$ cat config.mk
export PLATFORM = sky130hd
export DESIGN_NAME = multicycle_ctrl_fsm
export DESIGN_NICKNAME = d
export VERILOG_FILES = /design/src/rtl/multicycle_ctrl_pkg.sv /design/src/rtl/multicycle_ctrl_fsm_mem_watchdog.sv /design/src/rtl/multicycle_ctrl_fsm.sv
export SDC_FILE = /design/constraint.sdc
export NUM_CORES = 1
export LEC_CHECK = 0
export ABC_AREA = 1
export CELL_PAD_IN_SITES_DETAIL_PLACEMENT = 0
export CELL_PAD_IN_SITES_GLOBAL_PLACEMENT = 1
export CORE_MARGIN = 4
export CORE_UTILIZATION = 29
export DETAILED_ROUTE_END_ITERATION = 10
export GPL_ROUTABILITY_DRIVEN = 0
export GPL_TIMING_DRIVEN = 0
export PLACE_DENSITY = 0.89
export SLEW_MARGIN = 20
export SYNTH_ARGS = -nofsm -noshare
export SYNTH_HDL_FRONTEND = slang
export SYNTH_SLANG_ARGS = --single-unit
$ cat constraint.sdc
create_clock -name clk -period 1.8 [get_ports clk]
set_input_delay 0.45 -clock clk [delete_from_list [all_inputs] [get_ports clk]]
set_output_delay 0.45 -clock clk [all_outputs]
set_load 0.05 [all_outputs]
$ cat src/rtl/multicycle_ctrl_pkg.sv
// Shared types for the multi-cycle control sequencer: states, instruction classes, datapath select codes.
// Pure declarations; no timing and no flow control.
package multicycle_ctrl_pkg;

  typedef enum logic [2:0] {
    ST_IDLE      = 3'd0,
    ST_FETCH     = 3'd1,
    ST_DECODE    = 3'd2,
    ST_EXECUTE   = 3'd3,
    ST_MEMORY    = 3'd4,
    ST_WRITEBACK = 3'd5,
    ST_TRAP      = 3'd6
  } state_e;

  typedef enum logic [3:0] {
    CLS_NOP, CLS_R, CLS_I, CLS_LOAD, CLS_STORE,
    CLS_BRANCH, CLS_JAL, CLS_LUI, CLS_AUIPC, CLS_ILL
  } cls_e;

  localparam logic [6:0] OPC_R      = 7'b0110011;
  localparam logic [6:0] OPC_I      = 7'b0010011;
  localparam logic [6:0] OPC_LOAD   = 7'b0000011;
  localparam logic [6:0] OPC_STORE  = 7'b0100011;
  localparam logic [6:0] OPC_BRANCH = 7'b1100011;
  localparam logic [6:0] OPC_JAL    = 7'b1101111;
  localparam logic [6:0] OPC_LUI    = 7'b0110111;
  localparam logic [6:0] OPC_AUIPC  = 7'b0010111;
  localparam logic [6:0] OPC_NOP    = 7'b0000000;

  localparam logic [2:0] F3_BEQ = 3'b000;
  localparam logic [2:0] F3_BNE = 3'b001;

  localparam logic [1:0] PC_SRC_PLUS4  = 2'b00;
  localparam logic [1:0] PC_SRC_BRANCH = 2'b01;
  localparam logic [1:0] PC_SRC_JAL    = 2'b10;

  localparam logic [1:0] WB_ALU = 2'b00;
  localparam logic [1:0] WB_MDR = 2'b01;
  localparam logic [1:0] WB_PC4 = 2'b10;
  localparam logic [1:0] WB_IMM = 2'b11;

  localparam logic [1:0] ALU_ADD   = 2'b00;
  localparam logic [1:0] ALU_FUNCT = 2'b10;
  localparam logic [1:0] ALU_SUB   = 2'b11;

  localparam logic [1:0] TRAP_NONE    = 2'b00;
  localparam logic [1:0] TRAP_ILLEGAL = 2'b01;
  localparam logic [1:0] TRAP_IMEM    = 2'b10;
  localparam logic [1:0] TRAP_DMEM    = 2'b11;

  function automatic cls_e classify(input logic [6:0] opc);
    cls_e cls;
    unique case (opc)
      OPC_R:      cls = CLS_R;
      OPC_I:      cls = CLS_I;
      OPC_LOAD:   cls = CLS_LOAD;
      OPC_STORE:  cls = CLS_STORE;
      OPC_BRANCH: cls = CLS_BRANCH;
      OPC_JAL:    cls = CLS_JAL;
      OPC_LUI:    cls = CLS_LUI;
      OPC_AUIPC:  cls = CLS_AUIPC;
      OPC_NOP:    cls = CLS_NOP;
      default:    cls = CLS_ILL;
    endcase
    return cls;
  endfunction

endpackage

$ cat src/rtl/multicycle_ctrl_fsm_mem_watchdog.sv
// Counts consecutive request cycles without ack; timeout pulses combinationally in request cycle MEM_TIMEOUT
// when that cycle also lacks an ack. MEM_TIMEOUT = 0 disables it. Never stalls the requester.
module mem_watchdog #(
  parameter int unsigned MEM_TIMEOUT = 15
) (
  input  logic clk,
  input  logic rst,
  input  logic req,
  input  logic ack,
  output logic timeout
);

  generate
    if (MEM_TIMEOUT == 0) begin : g_off
      assign timeout = 1'b0;
    end else begin : g_on
      localparam int unsigned CNT_W = (MEM_TIMEOUT > 1) ? $clog2(MEM_TIMEOUT) : 1;
      localparam logic [CNT_W-1:0] LAST = CNT_W'(MEM_TIMEOUT - 1);

      logic [CNT_W-1:0] cnt_q, cnt_d;

      // cnt_q holds the number of earlier no-ack cycles in the current request.
      always_comb begin
        cnt_d = '0;
        if (req && !ack) cnt_d = cnt_q + CNT_W'(1);
      end

      always_ff @(posedge clk or posedge rst) begin
        if (rst) cnt_q <= '0;
        else     cnt_q <= cnt_d;
      end

      assign timeout = req && !ack && (cnt_q == LAST);
    end
  endgenerate

endmodule

$ cat src/rtl/multicycle_ctrl_fsm.sv
// RV32I multi-cycle sequencer: FETCH/DECODE/EXECUTE/MEMORY/WRITEBACK, 3-5 cycles per instruction plus memory waits;
// stalls on imem/dmem req/ack, traps on watchdog timeout. MULTICYCLE_CTRL_PERF_CNT_EN adds cycle/instret counters.
module multicycle_ctrl_fsm
  import multicycle_ctrl_pkg::*;
#(
  parameter int unsigned MEM_TIMEOUT = 15
) (
  input  logic        clk,
  input  logic        rst,
  input  logic        run,
  input  logic [6:0]  opcode,
  input  logic [2:0]  funct3,
  input  logic        zero,
  output logic        imem_req,
  input  logic        imem_ack,
  output logic        dmem_req,
  output logic        dmem_we,
  input  logic        dmem_ack,
  output logic        ir_load,
  output logic        mdr_load,
  output logic        pc_we,
  output logic [1:0]  pc_src,
  output logic        reg_we,
  output logic [1:0]  wb_sel,
  output logic        alu_src,
  output logic [1:0]  alu_op,
  output logic        busy,
  output logic [1:0]  trap_cause,
  output logic [2:0]  state_dbg
`ifdef MULTICYCLE_CTRL_PERF_CNT_EN
  ,
  output logic [31:0] cycle_cnt,
  output logic [31:0] instret_cnt
`endif
);

  state_e     state_q, state_d;
  cls_e       cls_q, cls_d;
  logic [1:0] trap_cause_q, trap_cause_d;

  cls_e       dec_cls;
  state_e     retire_st;
  logic       br_taken;
  logic       cls_alu_src;
  logic [1:0] cls_alu_op;
  logic       wd_req, wd_ack, wd_timeout;

  assign dec_cls   = classify(opcode);
  assign retire_st = run ? ST_FETCH : ST_IDLE;
  assign br_taken  = ((funct3 == F3_BEQ) && zero) || ((funct3 == F3_BNE) && !zero);

  assign cls_alu_src = !((cls_q == CLS_R) || (cls_q == CLS_BRANCH));
  assign cls_alu_op  = ((cls_q == CLS_R) || (cls_q == CLS_I)) ? ALU_FUNCT :
                       (cls_q == CLS_BRANCH)                    ? ALU_SUB   : ALU_ADD;

  // Derived from state rather than the request outputs to keep the timeout path loop-free.
  assign wd_req = (state_q == ST_FETCH) || (state_q == ST_MEMORY);
  assign wd_ack = ((state_q == ST_FETCH) && imem_ack) || ((state_q == ST_MEMORY) && dmem_ack);

  mem_watchdog #(
    .MEM_TIMEOUT (MEM_TIMEOUT)
  ) u_mem_watchdog (
    .clk     (clk),
    .rst     (rst),
    .req     (wd_req),
    .ack     (wd_ack),
    .timeout (wd_timeout)
  );

  always_ff @(posedge clk or posedge rst) begin
    if (rst) begin
      state_q      <= ST_IDLE;
      cls_q        <= CLS_NOP;
      trap_cause_q <= TRAP_NONE;
    end else begin
      state_q      <= state_d;
      cls_q        <= cls_d;
      trap_cause_q <= trap_cause_d;
    end
  end

  always_comb begin
    state_d      = state_q;
    cls_d        = cls_q;
    trap_cause_d = trap_cause_q;
    imem_req     = 1'b0;
    dmem_req     = 1'b0;
    dmem_we      = 1'b0;
    ir_load      = 1'b0;
    mdr_load     = 1'b0;
    pc_we        = 1'b0;
    pc_src       = PC_SRC_PLUS4;
    reg_we       = 1'b0;
    wb_sel       = WB_ALU;
    alu_src      = 1'b0;
    alu_op       = ALU_ADD;

    unique case (state_q)
      ST_IDLE: begin
        if (run) state_d = ST_FETCH;
      end

      ST_FETCH: begin
        imem_req = 1'b1;
        if (imem_ack) begin
          ir_load = 1'b1;
          state_d = ST_DECODE;
        end else if (wd_timeout) begin
          state_d      = ST_TRAP;
          trap_cause_d = TRAP_IMEM;
        end
      end

      ST_DECODE: begin
        cls_d = dec_cls;
        if (dec_cls == CLS_ILL) begin
          state_d      = ST_TRAP;
          trap_cause_d = TRAP_ILLEGAL;
        end else begin
          state_d = ST_EXECUTE;
        end
      end

      ST_EXECUTE: begin
        alu_src = cls_alu_src;
        alu_op  = cls_alu_op;
        unique case (cls_q)
          CLS_LOAD, CLS_STORE: state_d = ST_MEMORY;
          CLS_BRANCH: begin
            pc_we   = 1'b1;
            pc_src  = br_taken ? PC_SRC_BRANCH : PC_SRC_PLUS4;
            state_d = retire_st;
          end
          CLS_NOP: begin
            pc_we   = 1'b1;
            state_d = retire_st;
          end
          default: state_d = ST_WRITEBACK;
        endcase
      end

      ST_MEMORY: begin
        dmem_req = 1'b1;
        dmem_we  = (cls_q == CLS_STORE);
        alu_src  = cls_alu_src;
        alu_op   = cls_alu_op;
        if (dmem_ack) begin
          if (cls_q == CLS_STORE) begin
            pc_we   = 1'b1;
            state_d = retire_st;
          end else begin
            mdr_load = 1'b1;
            state_d  = ST_WRITEBACK;
          end
        end else if (wd_timeout) begin
          state_d      = ST_TRAP;
          trap_cause_d = TRAP_DMEM;
        end
      end

      ST_WRITEBACK: begin
        reg_we  = 1'b1;
        pc_we   = 1'b1;
        state_d = retire_st;
        unique case (cls_q)
          CLS_LOAD: wb_sel = WB_MDR;
          CLS_JAL: begin
            wb_sel = WB_PC4;
            pc_src = PC_SRC_JAL;
          end
          CLS_LUI: wb_sel = WB_IMM;
          default: wb_sel = WB_ALU;
        endcase
      end

      ST_TRAP: begin
        state_d = ST_TRAP;
      end

      default: state_d = ST_IDLE;
    endcase
  end

  assign busy       = (state_q != ST_IDLE) && (state_q != ST_TRAP);
  assign trap_cause = trap_cause_q;
  assign state_dbg  = state_q;

`ifdef MULTICYCLE_CTRL_PERF_CNT_EN
  logic [31:0] cycle_cnt_q, cycle_cnt_d;
  logic [31:0] instret_cnt_q, instret_cnt_d;

  // Every pc_we is a retire, so it doubles as the instret strobe.
  always_comb begin
    cycle_cnt_d   = cycle_cnt_q + 32'(busy);
    instret_cnt_d = instret_cnt_q + 32'(pc_we);
  end

  always_ff @(posedge clk or posedge rst) begin
    if (rst) begin
      cycle_cnt_q   <= '0;
      instret_cnt_q <= '0;
    end else begin
      cycle_cnt_q   <= cycle_cnt_d;
      instret_cnt_q <= instret_cnt_d;
    end
  end

  assign cycle_cnt   = cycle_cnt_q;
  assign instret_cnt = instret_cnt_q;
`endif

endmodule

[Yosys cells after proc, flatten, opt, wreduce, memory -nomap -nowiden]
Index checks and enable logic that the tools add are counted.
Word-level totals
  memories: 0
  input port bits: 16
  bits in writable memories: 0
  word-level logic and storage cells: 101
  bits in read-only memories: 0
  latch bits: 0
  register bits after elaboration: 13
  output and inout port bits: 20
Operators by class
  $mul: 0
  $lt $le $gt $ge: 0
  bitwise operators: 0
  equality and inequality tests: 31
  mux-type cells: 40
  div/mod/pow operators: 0
  reduce and logical (&&, ||, !) cells: 25
  shift-type cells: 0
  add/sub/neg operators: 1
Operator list (count)
  $pmux 4 s9: 1
  $eq 7x6->1 const B: 3
  $pmux 3 s7: 1
  $mux 2: 10
  $mux 3: 6
  $eq 4x3->1 const B: 4
  $mux 1: 16
  $eq 7x5->1 const B: 2
  $eq 7x7->1 const B: 2
  $pmux 2 s3: 2
  $eq 3x3->1 const B: 3
  $eq 4x2->1 const B: 2
  $eq 4x4->1 const B: 2
  $ne 2x2->1 const B: 4
  $eq 7x2->1 const B: 1
  $logic_and 1x1->1: 7
  $logic_not 7->1: 1
  $eq 3x1->1 const B: 2
  $eq 3x2->1 const B: 2
  $logic_not 3->1: 2
  $pmux 3 s2: 1
  $reduce_and 6->1: 1
  $reduce_bool 3->1: 2
  $reduce_or 2->1: 3
  other kinds (10): 17

[Logic depth before layout (Yosys ltp)]
Gate-level depths: netlist (run 1).
  depth after elaboration: 9
  gate-level depth with buffers: 13
  mapped depth without buffers: 13

[By module]
Synthesis (run 1) repeated with hierarchy kept, for this count alone.
Unflattened totals
  cell total of the unflattened synthesis: 173
  area, all modules: 1078.5 µm²
Modules (own cells, without submodules)
  multicycle_ctrl_fsm: cells each 150, area each 877.1 µm², instances 1, sequential area each 225.2 µm²
  mem_watchdog: cells each 23, area each 201.4 µm², instances 1, sequential area each 100.1 µm²

[Least setup slack after synthesis (run 1)]
OpenSTA, ideal clock, no wires.
  path kind: register to output
  start point: reg state_q[0] (netlist: state_dbg[0])
  end point: out pc_src[0]
  data arrival time: 2665 ps
  setup slack: -1315 ps
  required time: 1350 ps
  stages on the path, launching flop included: 6
  buffers on the path: 1
  cells stage by stage: dfrtp_1 > buf_2 > nand2_1 > nor2_1 > inv_1 > nor4_1
Between the ends
  longest elaborated chain between the ends: 2
  elaborated cells on any way between the ends: 3
  classes of those cells: 2 x eq/ne; 1 x mux
RTL lines
  start, declared: RTL line multicycle_ctrl_fsm.sv:37  | state_e state_q, state_d;
  start signal, assigned: RTL line multicycle_ctrl_fsm.sv:76  | state_q <= state_d;
  $eq 3x3->1 / $eq 3x2->1 (equally long branches): RTL line multicycle_ctrl_fsm.sv:98  | unique case (state_q)
  $pmux 2 s2 *: RTL line multicycle_ctrl_fsm.sv:98
  end, declared: RTL line multicycle_ctrl_fsm.sv:22  | output logic [1:0] pc_src,
Every way passes the cells marked *; elsewhere a longest branch is shown, timed or not.

[Worst setup path in the final report (run 1)]
  start point: reg cls_q[0]
  end point: out pc_we
Between the ends
  longest elaborated chain between the ends: 4
  elaborated cells on any way between the ends: 8
  classes of those cells: 2 x eq/ne; 4 x mux; 2 x reduce/logical
RTL lines
  start, declared: RTL line multicycle_ctrl_fsm.sv:38  | cls_e cls_q, cls_d;
  start signal, assigned: RTL line multicycle_ctrl_fsm.sv:77  | cls_q <= cls_d;
  $eq 4x3->1 (tied with other cells): RTL line multicycle_ctrl_fsm.sv:148  | if (cls_q == CLS_STORE) begin
  $mux 1 / $reduce_or 2->1 (equally long branches)
  $mux 1, on equally long branches: RTL line multicycle_ctrl_fsm.sv:147, multicycle_ctrl_fsm.sv:127
  $pmux 1 s3 *: RTL line multicycle_ctrl_fsm.sv:98
  end, declared: RTL line multicycle_ctrl_fsm.sv:21  | output logic pc_we,
Marked as above.

==> impl_results.md, run 1 <==
- Status: complete, but fails checks
- Failing checks: setup timing
- Synth top cells by count: nand2_1 (45), nor2_1 (30), inv_1 (26), nand3_1 (14), dfrtp_1 (13)
- Avg Inst Size Synth: roughly 6.2 um2
- Post-DP HPWL: ~2100 um
- DRT antenna net count: 0
- Cts bufs inserted: 3
- Switching power: 1450 uW
- CTS Buffer Depth: 2
- Final period util: 109%
- WL met1: ~1400 um
- Die area: between 4000 and 5000 um2
- Critical path's largest stage delay: about 460 ps
- Top_reg_cell synth: dfrtp_1
- Core ar.: around 3400 um2
- Post-Syn Instances: between 150 and 200
- Syn Std Cell Area: 1020 um2
- Detailed-route via count: roughly 1200
- Final hold viol count: 0
- Tot GR Track Use: 12.5%
- Vias in the first global route: 1082
- CTS tree: built
- Chip width: 67.3 um
- First-pass GRT wire length: ~4500 um
- Inserted Diodes: 0
- DR top layer: met4
- Setup TNS: -796 ps
- Area grow syn2layout: 80.1%
- Metal3 WL: ~140 um
- Seq/Total Area, Yosys: a little under a third
- Crit-path slowest cell: dfrtp_2
- Yosys top cell by area: dfrtp_1
- CP delay by family, top: flip-flops
- Worst setup EP type: primary output
- Num Clock Sinks: 13
- # port buffers: 35
- Share of post-route cells with drive strength above 1: between 40% and 50%
- Remaining routing DRC violations: 0
- Critical Path AT: ~1500 ps
- Worst Tran Pin Value: 494 ps
- Mapped Nets: roughly 180
- Initial antenna violation count: 0
- Final #Nets: around 240
- Final Skew: around 5.5 ps
- Unrepaired setup endpoints after global routing: yes
- Share of power burned in combinational logic: slightly above 70%
- Finish-stage setup viols: 12
- Largest net degree at the start of global routing: 14
- Vias per inst: 4.59
- Yosys top cell area share: 31.9%
- Clock-pin slew on the worst setup and hold paths: 80 ps
- Sw frac: between 50% and 60%
- Pleak: a little over 0.0009 uW
- WP data required: 1350 ps
- Hold Path Class: input pin to async pin
- Multi-input gate area: roughly 800 um2
- CP Max Fanout: 4
- Flops & latches, synth: 13
- Clock power frac: between 6 and 7%
- CP Launch Type: register
- Root Driver: clkbuf_4
- Post-layout minimum cycle time: 1960 ps
- Number of fill cells in the layout: between 300 and 400
- Slew Limit Fails: 0
- Power Density: around 1400 nW/um2
- Register area: around 330 um2
- Yosys warns: 0
- FMAX: between 0.5 and 0.6 GHz
- Critical path type: register to primary output
- Buf/Inv on CP: 2
- Initial core utilization: between 30 and 40%
- Number of DRC markers in iteration 0: 48
- CP cell instances: nor2_4 -> nand2_4 -> inv_2 -> nand2_2 -> o211ai_1 -> buf_4
- Count leader, synth: nand2_1
- Async SR Flop Fraction: 100%
- Flop pwr share: roughly a fifth
- Cell row count: 21
- DIE HEIGHT: just under 70 um
- Synth unique cells: 21
- Power Internal: about 1200 uW
- Number of instances in the placed design: ~250
- Number of H-tree levels: 1
- GRT overflow: 0
- Maximum capacitance violations: 0
- Design area: ~1800 um2
- PnR worst setup slack: -162 ps
- DR pass1 iterations: 4
- Placed Area: around 1500 um2
- Peak supply drop: approximately 0.54 mV
- Total Routed Length: 2950 um
- Post-synth EDFFs: 0
- I/O pin count: 36
- Non-Filler Instances: between 200 and 300
- Clk Latency, worst-skew pair: 270 ps
- WL per Instance: ~11 um
- Leading post-synthesis cells by cell area: dfrtp_1 (32%), nand2_1 (17%), nor2_1 (11%)
- Metal2 WL: around 1400 um
- Slew Limit Headroom: 67.2%
## metal layers
| layer | vias to the layer above | GRT usage (%) |
|---|---|---|
| li1 | 629 | - |
| met1 | 557 | 16.9 |
| met2 | 31 | 20.5 |
| met3 | 4 | 1.16 |
| met4 | 0 | 5.06 |
| met5 | - | 0 |
## cell usage in the layout (no fill, tap or decap)
cell type | netlist | final
nor3_2 | 0 | 1
buf_8 | 0 | 2
nor2_2 | 2 | 8
buf_4 | 0 | 16
dfrtp_2 | 0 | 7
nand2_4 | 0 | 4
clkdlybuf4s50_1 | 0 | 12
nand4_4 | 1 | 2
nand2_2 | 3 | 7
nand3_1 | 14 | 12
a21oi_1 | 1 | 1
nor3_1 | 7 | 3
nor3_4 | 0 | 3
nor4_4 | 0 | 3
inv_4 | 0 | 4
ha_1 | 2 | 2
xnor2_1 | 1 | 1
clkbuf_2 | 0 | 1
nor2_4 | 0 | 7
nand2_1 | 45 | 37
o21ai_0 | 7 | 6
clkbuf_4 | 0 | 3
nor2_1 | 30 | 17
xor2_1 | 1 | 1
buf_6 | 0 | 14
or2_2 | 1 | 1
o21ai_1 | 0 | 1
o211ai_1 | 1 | 1
nand3_2 | 0 | 1
nand4_1 | 1 | 1
nand3_4 | 0 | 1
inv_1 | 26 | 15
dfrtp_1 | 13 | 6
inv_2 | 3 | 10
nor4_2 | 0 | 1
dlygate4sd2_1 | 0 | 7
clkbuf_1 | 0 | 1
## final cells by class
type | instances | share of cell area (%)
buffer | 1 | 0.614
clock buffer | 4 | 1.43
inverter | 29 | 6.48
multi-input combinational | 122 | 43.8
sequential | 13 | 18.2
tap | 46 | 3.14
timing repair buffer | 51 | 26.3
## worst paths after layout
check                                     startpoint                         to  slack [ps]  cells past startpoint
max                             cls_q[0]$_DFFE_PP0P_                      pc_we        -160                      6
min                                              rst  trap_cause[0]$_DFFE_PP0P_         490                      2
max reg2reg                 state_dbg[0]$_DFFE_PP0P_   state_dbg[0]$_DFFE_PP0P_         150                     12
min reg2reg                trap_cause[1]$_DFFE_PP0P_  trap_cause[1]$_DFFE_PP0P_         490                      2
max in group asynchronous                        rst   state_dbg[0]$_DFFE_PP0P_         950                      2
min in group clk           trap_cause[1]$_DFFE_PP0P_  trap_cause[1]$_DFFE_PP0P_         490                      2
## repair_timing
| action | CTS | global route |
|---|---|---|
| setup buffers | 8 | 8 |
| gates resized for setup | 129 | 41 |
| hold buffers | 0 | 0 |
| endpoints found under the setup margin | 20 | 20 |
| pin swaps | 4 | 8 |
## state kept, by name, summed over array words and instances, names as in the netlist
| signal | cells |
|---|---|
| cls_q | 4 |
| u_mem_watchdog.g_on.cnt_q | 4 |
| state_dbg | 3 |
| trap_cause | 2 |
## per-stage QoR
step                      power, uW  util, %  hold WS (ps)  worst slack [ps]
after floorplan                1560        -           327              -307
after global placement         1940     45.2           475              -765
after detailed placement       1950     45.2           463              -772
after CTS                      2320     49.2           491              -142
after global routing           2820     54.5           524              -216
final                          2640     54.5           486              -162
## cell families after synthesis
family / Yosys count / share of synthesized area [%]
adder cells (fa/ha/maj): 2 / 2.46
XOR/XNOR: 2 / 1.72
buffers and inverters: 30 / 11.2
AND/OR/NAND/NOR: 109 / 48.0
flip-flops: 13 / 31.9
AO/OA/AOI/OAI: 9 / 4.67
## power by group through the flow
stage          combinational (uW)  clock (uW)  sequential, uW
2_1_floorplan                 950           0             605
3_3_place_gp                 1410           0             527
3_5_place_dp                 1420           0             528
4_1_cts                      1610         183             524
5_1_grt                      2040         196             580
6_report                     1900         174             565
Power figures use the tool's default switching activity.
==> run 2, diff against run 1 <==
--- a/config.mk
+++ b/config.mk
@@ -9,11 +9,11 @@
 export CELL_PAD_IN_SITES_DETAIL_PLACEMENT = 0
 export CELL_PAD_IN_SITES_GLOBAL_PLACEMENT = 1
 export CORE_MARGIN = 4
-export CORE_UTILIZATION = 29
+export CORE_UTILIZATION = 32
 export DETAILED_ROUTE_END_ITERATION = 10
 export GPL_ROUTABILITY_DRIVEN = 0
 export GPL_TIMING_DRIVEN = 0
-export PLACE_DENSITY = 0.89
+export PLACE_DENSITY = 0.95
 export SLEW_MARGIN = 20
 export SYNTH_ARGS = -nofsm -noshare
 export SYNTH_HDL_FRONTEND = slang
==> constraint.sdc (replaced) <==
create_clock -name clk -period 2.26 [get_ports clk]
set_input_delay 0.565 -clock clk [delete_from_list [all_inputs] [get_ports clk]]
set_output_delay 0.565 -clock clk [all_outputs]
set_load 0.05 [all_outputs]
==> run 2 against run 1 <==
Compared with the run above: the run now ends clean; critical path depth shrank 2; first-iteration DRC count up 13%; via count down 8.4%; routed wire length is 21% lower; design area is 16% lower; die area decreased by 8.3%; final cell count decreased by 6.4%; sequential cell count did not move; largest cell class unchanged; largest power group unchanged.
==> impl_results.md, run 2 (synthesis gave the netlist of run 1 again) <==
- Number of H-tree levels: 1 (unchanged)
- Cts bufs inserted: 3 (unchanged)
- Detailed-route via count: 1118 (-8.4%)
- Status: finished, final reports clean
- CP Max Fanout: 6 (+2)
- GRT overflow: 0 (unchanged)
- DIE HEIGHT: 64.4 um (-4.2%)
- Finish-stage setup viols: 0 (-12)
- Initial antenna violation count: 0 (unchanged)
- DRT antenna net count: 0 (unchanged)
- CP Launch Type: register
- # port buffers: 35 (unchanged)
- Hold-fix buffers, CTS: 0 (unchanged)
- Placed Area: 1500 um2 (-1.5%)
- Final hold viol count: 0 (unchanged)
- Number of fill cells in the layout: 318 (-3.3%)
- Most frequent cells in the layout: nand2_1 (44), nor2_1 (27), inv_1 (24), clkdlybuf4s50_1 (20), nand3_1 (12)
- First-pass GRT wire length: 4190 um (-7.0%)
- FMAX: approximately 0.46 GHz
- DR pass1 iterations: 4 (unchanged)
- Final #Nets: 224 (-6.3%)
- CP cell instances: inv_2 -> nand3_2 -> inv_1 -> clkdlybuf4s15_1
- Slew Limit Fails: 0 (unchanged)
- WL per Instance: 9.41 um (-15%)
- Total Routed Length: 2340 um (-21%)
- Post-layout minimum cycle time: around 2200 ps
- Worst setup EP type: primary output
- Root Driver: clkbuf_4
- Inserted Diodes: 0 (unchanged)
- Critical Path AT: 1600 ps (+90 ps)
- Worst Tran Pin Value: 500 ps (+5.37 ps)
- Unrepaired setup endpoints after global routing: yes
- Most used routing layer: met2
- Vias in the first global route: 1016 (-6.1%)
- Slew Limit Headroom: 66.6% (-0.59 points)
- Peak supply drop: 0.327 mV (-39%)
- M2 GR Usage: 20.0% (-0.52 points)
- Largest net degree at the start of global routing: 14 (unchanged)
- Cell row count: 20 (-4.8%)
- Post-DP HPWL: 2020 um (-4.7%)
- Number of DRC markers in iteration 0: 54 (+13%)
- Final Skew: 3.06 ps (-2.49 ps)
- I/O pin count: 36 (unchanged)
- Utilization after layout: 50.4% (-4.1 points)
- Commonest non-fill, non-tap cell in the layout: nand2_1
- CP delay by family, top: buffers and inverters
- Core ar.: 3050 um2 (-9.2%)
- CTS Buffer Depth: 2 (unchanged)
- Chip width: 64.4 um (-4.2%)
- Vias per inst: 4.49 (-2.2%)
- Design area: 1540 um2 (-16%)
- Hold Path Class: register to register
- Pleak: 0.000806 uW (-13%)
- Met1 usage in global routing: 17.1% (+0.23 points)
- Tot GR Track Use: 12.3% (-0.27 points)
- WP data required: 1690 ps (+340 ps)
- Critical path's largest stage delay: 490 ps (+30 ps)
- Maximum capacitance violations: 0 (unchanged)
- Crit-path slowest cell: clkdlybuf4s15_1
- Critical path type: register to primary output
- Remaining routing DRC violations: 0 (unchanged)
- Num Clock Sinks: 13 (unchanged)
- Area grow syn2layout: 51.1%
- Buf/Inv on CP: 3 (+1)
- Clk Latency, worst-skew pair: 270 ps (about the same)
- Final period util: 95.8%
- Clock-pin slew on the worst setup and hold paths: 70 ps (about the same)
- Share of post-route cells with drive strength above 1: 23.4% (-20 points)
- Power Density: 1070 nW/um2 (-25%)
- Die area: 4150 um2 (-8.3%)
- CTS tree: built
- Initial core utilization: 33.4% (+3.1 points)
- Met3 Usage GRT: 1.56% (+0.40 points)
run 2: worst min-delay path, cell delays in order (launching register included):
cell and delay (ps):
dfrtp_1 350, nand2_1 50, nand2_1 50
run 2: path summary, 6_finish.rpt:
path	start	to	slack, ps	cells after the start
setup reg to reg	state_dbg[0]$_DFFE_PP0P_	state_dbg[0]$_DFFE_PP0P_	740	11
max in group asynchronous	rst	state_dbg[1]$_DFFE_PP0P_	1320	2
setup / recovery	state_dbg[1]$_DFFE_PP0P_	reg_we	100	4
hold / removal	trap_cause[1]$_DFFE_PP0P_	trap_cause[1]$_DFFE_PP0P_	480	2
min in group asynchronous	rst	u_mem_watchdog.g_on.cnt_q[1]$_DFF_PP0_	600	2
hold reg to reg	trap_cause[1]$_DFFE_PP0P_	trap_cause[1]$_DFFE_PP0P_	480	2
run 2: layout make-up:
class	instances	area (um2)	area share, %
Multi-Input combinational cell	122	672	43.7
Tap cell	44	55.1	3.58
Timing Repair Buffer	36	334	21.7
Sequential cell	13	332	21.5
Buffer	1	11.3	0.732
Clock buffer	4	26.3	1.71
Inverter	29	109	7.07
run 2: per-layer routing:
metal  vias to the layer above  wire length (um)
li1                        602                 -
met1                       482              1130
met2                        32              1070
met3                         2               136
met4                         0                13
met5                         -                 0
run 2: power by group:
part           switching (uW)  internal [uW]
Sequential                107            313
Clock                    67.2           68.2
Combinational             758            335
Total                     933            716
run 2: per-stage QoR:
stage,hold slack (ps),total power (uW),cells,setup WS [ps],setup TNS [ps]
floorplan,442,1200,165,12.5,0
global placement,467,1510,244,-538,-3190
detailed placement,476,1510,244,-539,-3220
CTS,486,1620,248,0.591,0
global route,533,1800,249,-11.6,-22.4
finish,479,1650,249,95.5,0
run 2: timing repair:
item	4_1_cts	5_1_grt
pin swaps	0	2
gates resized for setup	58	19
hold endpoints to repair	0	0
setup buffers	0	1
endpoints found under the setup margin	15	10
